File: src/rtl/gray_counter_n.sv
// Parametrised up/down Gray-code counter with Gray-coded load, optional saturation,
// sticky overflow/underflow flags and a one-cycle terminal-event pulse.
module gray_counter_n #(
    parameter int unsigned WIDTH    = 3,
    parameter int unsigned SATURATE = 0
) (
    input  logic             Clk,
    input  logic             Reset,
    input  logic             En,
    input  logic             Dir,
    input  logic             Load,
    input  logic [WIDTH-1:0] LoadGray,
    input  logic             ClrFlags,
    output logic [WIDTH-1:0] Output,
    output logic [WIDTH-1:0] Binary,
    output logic             Overflow,
    output logic             Underflow,
    output logic             Terminal
);

    localparam logic [WIDTH-1:0] MAX_VAL  = '1;
    localparam logic [WIDTH-1:0] ZERO_VAL = '0;
    localparam logic [WIDTH-1:0] ONE_VAL  = WIDTH'(1);
    localparam bit               SAT_MODE = (SATURATE != 0);

    logic [WIDTH-1:0] r_cnt;
    logic             r_ovf;
    logic             r_unf;
    logic             r_term;

    logic [WIDTH-1:0] w_load_bin;
    logic [WIDTH-1:0] w_cnt_next;
    logic             w_at_max;
    logic             w_at_zero;
    logic             w_ovf_evt;
    logic             w_unf_evt;

    // Gray to binary: each binary bit is the XOR of all Gray bits at or above it
    always_comb begin
        w_load_bin = '0;
        for (int unsigned k = 0; k < WIDTH; k++) begin
            w_load_bin = w_load_bin ^ (LoadGray >> k);
        end
    end

    assign w_at_max  = (r_cnt == MAX_VAL);
    assign w_at_zero = (r_cnt == ZERO_VAL);
    assign w_ovf_evt = En &  Dir & w_at_max;
    assign w_unf_evt = En & ~Dir & w_at_zero;

    // Step logic; in wrap mode the modulo arithmetic provides the wrap naturally
    always_comb begin
        w_cnt_next = r_cnt;
        if (En) begin
            if (Dir) begin
                if (!(w_at_max && SAT_MODE)) begin
                    w_cnt_next = r_cnt + ONE_VAL;
                end
            end else begin
                if (!(w_at_zero && SAT_MODE)) begin
                    w_cnt_next = r_cnt - ONE_VAL;
                end
            end
        end
    end

    // Reset > Load > En; a new event beats a simultaneous flag clear
    always_ff @(posedge Clk) begin
        if (Reset) begin
            r_cnt  <= '0;
            r_ovf  <= 1'b0;
            r_unf  <= 1'b0;
            r_term <= 1'b0;
        end else if (Load) begin
            r_cnt  <= w_load_bin;
            r_term <= 1'b0;
            if (ClrFlags) begin
                r_ovf <= 1'b0;
                r_unf <= 1'b0;
            end
        end else begin
            r_cnt  <= w_cnt_next;
            r_term <= w_ovf_evt | w_unf_evt;
            r_ovf  <= w_ovf_evt | (r_ovf & ~ClrFlags);
            r_unf  <= w_unf_evt | (r_unf & ~ClrFlags);
        end
    end

    assign Output    = r_cnt ^ (r_cnt >> 1);
    assign Binary    = r_cnt;
    assign Overflow  = r_ovf;
    assign Underflow = r_unf;
    assign Terminal  = r_term;

endmodule
File: config.mk
export PLATFORM = sky130hd
export DESIGN_NAME = gray_counter_n
export DESIGN_NICKNAME = d
export VERILOG_FILES = /design/src/rtl/gray_counter_n.sv
export SDC_FILE = /design/constraint.sdc
export NUM_CORES = 1
export LEC_CHECK = 0
export ABC_AREA = 1
export BUFFER_PORTS_ARGS = -buffer_cell sky130_fd_sc_hd__buf_2
export CAP_MARGIN = 10
export CORE_AREA = 2 2 39 41
export CTS_BUF_LIST = sky130_fd_sc_hd__clkbuf_4
export DETAILED_ROUTE_END_ITERATION = 10
export DIE_AREA = 0 0 41 43
export GPL_ROUTABILITY_DRIVEN = 1
export PLACE_DENSITY_LB_ADDON = 0.25
export SLEW_MARGIN = 20
export SYNTH_ARGS = -nofsm -noshare
export SYNTH_HDL_FRONTEND = slang
export SYNTH_SLANG_ARGS = --single-unit
File: constraint.sdc
create_clock -name Clk -period 1.1 [get_ports Clk]
set_input_delay 0.22 -clock Clk [delete_from_list [all_inputs] [get_ports Clk]]
set_output_delay 0.22 -clock Clk [all_outputs]
set_load 0.02 [all_outputs]
Word-level counts from Yosys, hierarchy flattened
Index checks and enable logic that the tools add are counted.
{"block": "word_totals", "ff_bits": 6, "output_inout_bits": 9}
{"block": "op_classes", "add_sub_neg": 2, "n_eq_ne": 2, "muxes": 6, "bitwise_logic": 14, "reduce_logical": 3}
{"cell": "$mux W3", "count": 3}
{"cell": "$and A1 B1 Y1", "count": 6}
{"cell": "$xor A3 B2 Y3", "count": 2}
{"cell": "$add A3 B1 Y3 const B", "count": 1}
{"cell": "$eq A3 B3 Y1 const B", "count": 1}
{"cell": "$logic_not A3 Y1", "count": 1}
{"cell": "$mux W1", "count": 3}
{"cell": "$or A1 B1 Y1", "count": 3}
{"cell": "$sub A3 B1 Y3 const B", "count": 1}
{"cell": "$xor A3 B1 Y3", "count": 1}
{"cell": "$ne A2 B1 Y1 const B", "count": 1}
{"cell": "$not A1 Y1", "count": 2}
{"cell": "$reduce_bool A2 Y1", "count": 1}
{"cell": "$reduce_or A2 Y1", "count": 1}

Depth between registers and ports, before layout
{"block": "depth", "ltp_word": 5, "depth_mapped": 8, "depth_no_buf": 8}

Least setup slack after synthesis
Ideal clock, no wire load.
{"block": "synth_path", "path_kind": "register -> register", "start": "reg r_cnt[0] (netlist: Binary[0])", "end": "reg r_cnt[2] (netlist: Binary[2])", "setup_ns": 0.120, "arrival_time_ns": 1.171, "required_time_ns": 0.980, "path_slack_ns": -0.192, "stages_incl_launch_ff": 8, "path_buffers": 0, "cell_sequence": "dfxtp_1 fa_1 inv_1 nand2_1 nand2_1 nand2_1 nand3_1 a21oi_1"}
{"block": "synth_between", "elab_chain_cells": 4, "word_cells_on_any_way": 5, "classes_between": "add/sub (2); mux (3)"}
{"item": "start, declared", "line_no": "26", "source": "logic [WIDTH-1:0] r_cnt;"}
{"item": "start signal, assigned", "line_no": "75", "source": "r_cnt <= w_load_bin;"}
{"item": "start signal, assigned", "line_no": "82", "source": "r_cnt <= w_cnt_next;"}
{"item": "$sub A3 B1 Y3 or $add A3 B1 Y3 (tied branches)", "line_no": "61, 57"}
{"item": "$mux W3 (*)", "line_no": "55", "source": "if (Dir) begin"}
{"item": "$mux W3 (*)", "line_no": "54", "source": "if (En) begin"}
{"item": "$mux W3 (*)", "line_no": "74", "source": "end else if (Load) begin"}
Every way passes the cells marked *; elsewhere a longest branch is shown, timed or not. The select of a mux whose other input is x is not followed.
A chain may end at the register's enable or synchronous reset.

Worst setup path in the final report
Ends and elaborated chain as after synthesis.

==> results by group <==
Logic synthesis
  • Synth warn: 0
  • Post-synth top area share: 0.3299
  • Syn nets: 62
  • Mapped Cells: 50
  • Yosys cell types: 19
  • Synth area leader: dfxtp_1
  • Syn_area_per_cell: 7.282 sq um
  • Synth Register Bits: 6
  • Syn Std Cell Area: 364.1 sq um
  • Synth area leaders: dfxtp_1 33%, nand2_1 11%, inv_1 7.2%
  • Seq/Total Area, Yosys: 0.3299

GRT
  • Total gr overflow: 0
  • Met1 usage: 0.1286
  • Total GRT Usage: 0.1165
  • Largest net degree at the start of global routing: 8
  • Grt met2 use: 0.2000
  • Initial antenna violation count: 0
  • Gr busiest metal: met2
  • GR Util met3: 0.04712
  • First-pass GRT wire length: 1.407 mm
  • Number of global-route vias before repair: 367

Critical path
  • CP Cell Sequence: buf_6 > fa_2 > inv_2 > nand2_2 > nand2_1 > nand2_1 > nand3_2 > a21oi_2
  • Crit path kind: flop to flop
  • R2R Setup Slk: -0.20 ns
  • Startpoint type of the worst setup path: flop
  • Crit path top cell by count: nand2_1
  • Worst r2r dst: Binary[2]$_SDFFE_PP0P_
  • Crit path required time: 1.24 ns
  • Crit path DAT: 1.44 ns
  • End point of the critical path: Binary[2]$_SDFFE_PP0P_
  • Critical Path Source: Binary[0]$_SDFFE_PP0P_
  • Critical path's slowest cell: fa_2
  • R2r startpoint: Binary[0]$_SDFFE_PP0P_
  • Worst Reg-to-Reg Cells: 8
  • Slowest cell delay on critical path: 0.37 ns
  • Crit path max fanout: 2
  • Crit. End Element: flop

Place
  • GP Congestion: 0.7754
  • DPL Wire Length: 729.1 um
  • Port buffer count: 17

Timing
  • Fin crit share: 1.183
  • Final min period: 1.301 ns
  • RSZ-0062 raised after global routing: yes
  • Slew Limit Fails: 0
  • Slew @ Worst Pin: 0.2079 ns
  • Clk_skew: 0.0004099 ns
  • Final setup fails: 6
  • Endpoints failing hold: 0
  • Final worst setup slack: -0.2012 ns
  • Max transition margin: 0.8614
  • Fmax: 0.7685 GHz

Power and ir drop
  • Pwr Total: 0.0007505 W
  • PwrDens: 1181 nW/um^2
  • Pleak: 0.3138 nW
  • VDD IR max: 0.4621 mV

Clock network
  • CTS Buf Count: 3
  • Clock Tree Buf Depth: 2
  • Root Buffer: clkbuf_4
  • Clk slew on worst S/H paths: 0.05 ns
  • Clock sink total: 6
  • CTS H-tree lvls: 1
  • CTS tree: yes
  • # hold bufs at CTS: 0
  • Clock latency on the worst-skew pair: 0.25 ns

Floorplan
  • DIE AREA: 1763 sq um
  • Initial Utilization: 0.2631
  • Core area: 1384 sq um
  • Die extent in y: 43 um
  • Die width: 41 um
  • IO Count: 18
  • Placement Rows: 14

Detailed routing
  • Drt via density: 4.511
  • DRT iter0 DRCs: 5
  • Routed wire length: 960 um
  • Routed len/inst: 10.21 um
  • Drt drc: 0
  • Via count: 424
  • DRT Pass-1 Iters: 4
  • Antenna-violating nets left: 0

Job
  • # Max-Cap Violations: 0

Layout
  • Nets: 91
  • Layout cells sized above 1: 0.5641
  • Filler instances: 152
  • Leading cell type in the layout, fill and taps excluded: buf_2
  • Layout overhead on the synthesized area: 74.57%
  • Most frequent cells in the layout: 12 x buf_2, 10 x nand2_1, 8 x buf_6
  • Diodes inserted: 0
  • Final core occ: 0.4593

Min path
  • Hold Path Class: input pin to flop

Outcome
  • Outcome: complete, but fails checks
  • Failing checks: negative setup slack
[report_power, final]
part / switching, W / internal, W / leakage, nW / total (W)
clock: 0.0000871 / 0.000163 / 0.0184 / 0.000250
sequential: 0.0000127 / 0.000230 / 0.0504 / 0.000243
combinational: 0.000130 / 0.000129 / 0.245 / 0.000258
[final cells by class]
cell class	count	area, sq um	share of cell area
Inverter	8	30.03	0.04724
Tap cell	16	20.02	0.03150
Multi-Input combinational cell	35	240.2	0.3780
Clock buffer	4	30.03	0.04724
Timing Repair Buffer	25	187.7	0.2953
Sequential cell	6	127.6	0.2008
[sequential cells by signal, indices dropped and copies added (netlist names)]
signal / flops
Terminal: 1
Binary: 3
Underflow: 1
Overflow: 1
[routing by layer]
layer  up-vias  part of all wire
met4         0             0.015
met5         -                 0
met2        17              0.51
li1        217                 -
met1       188              0.40
met3         2             0.074
[worst min path at each step]
stage | startpoint | endpoint | cells past startpoint
5_1_grt | Reset | Binary[2]$_SDFFE_PP0P_ | 2
3_3_place_gp | Overflow$_SDFFE_PP0P_ | Overflow$_SDFFE_PP0P_ | 2
2_1_floorplan | Reset | Binary[1]$_SDFFE_PP0P_ | 1
6_report | Reset | Binary[2]$_SDFFE_PP0P_ | 2
3_5_place_dp | Underflow$_SDFFE_PP0P_ | Underflow$_SDFFE_PP0P_ | 2
4_1_cts | Reset | Binary[1]$_SDFFE_PP0P_ | 2
[stage by stage]
| stage | hold WS [ns] | setup WS, ns | instance area (sq um) | instances | setup TNS (ns) |
|---|---|---|---|---|---|
| 2_1_floorplan | 0.2797 | -0.07230 | 374.1 | 50 | -0.1335 |
| 3_3_place_gp | 0.4512 | -0.1022 | 516.7 | 88 | -0.1978 |
| 3_5_place_dp | 0.4613 | -0.1176 | 516.7 | 88 | -0.2248 |
| 4_1_cts | 0.2082 | -0.1929 | 613.1 | 94 | -0.7240 |
| 5_1_grt | 0.2183 | -0.2744 | 635.6 | 94 | -1.148 |
| 6_report | 0.2084 | -0.2012 | 635.6 | 94 | -0.7298 |
[cell usage after synthesis, drive strengths merged]
master and n:
or2 1, nor3 3, dfxtp 6, a21oi 4, a31oi 1, inv 8
ha 2, a22oi 1, xor2 1, nand3b 1, nand4 2, fa 1
nor2 2, nand3 4, buf 1, nand2 12
[worst max-delay path: cells and delay by family (launching register included)]
kind / cells / cell delay, ns
DFF: 1 / 0.35
and+or+nand+nor: 4 / 0.25
buffers and inverters: 2 / 0.18
AOI/OAI and AO/OA: 1 / 0.04
adders and majority gates: 1 / 0.37
[cell families after synthesis]
group | after synthesis | synth area share
AO/OA/AOI/OAI | 6 | 0.09280
buffers and inverters | 9 | 0.1031
adder cells (fa/ha/maj) | 3 | 0.1237
flip-flops | 6 | 0.3299
XOR/XNOR | 1 | 0.02406
AND/OR/NAND/NOR | 25 | 0.3265
[timing repair]
item	4_1_cts	5_1_grt
endpoints found under the setup margin	8	8
pin swaps	6	8
resized for setup	15	8
buffers inserted	2	1
Power figures use the tool's default switching activity.
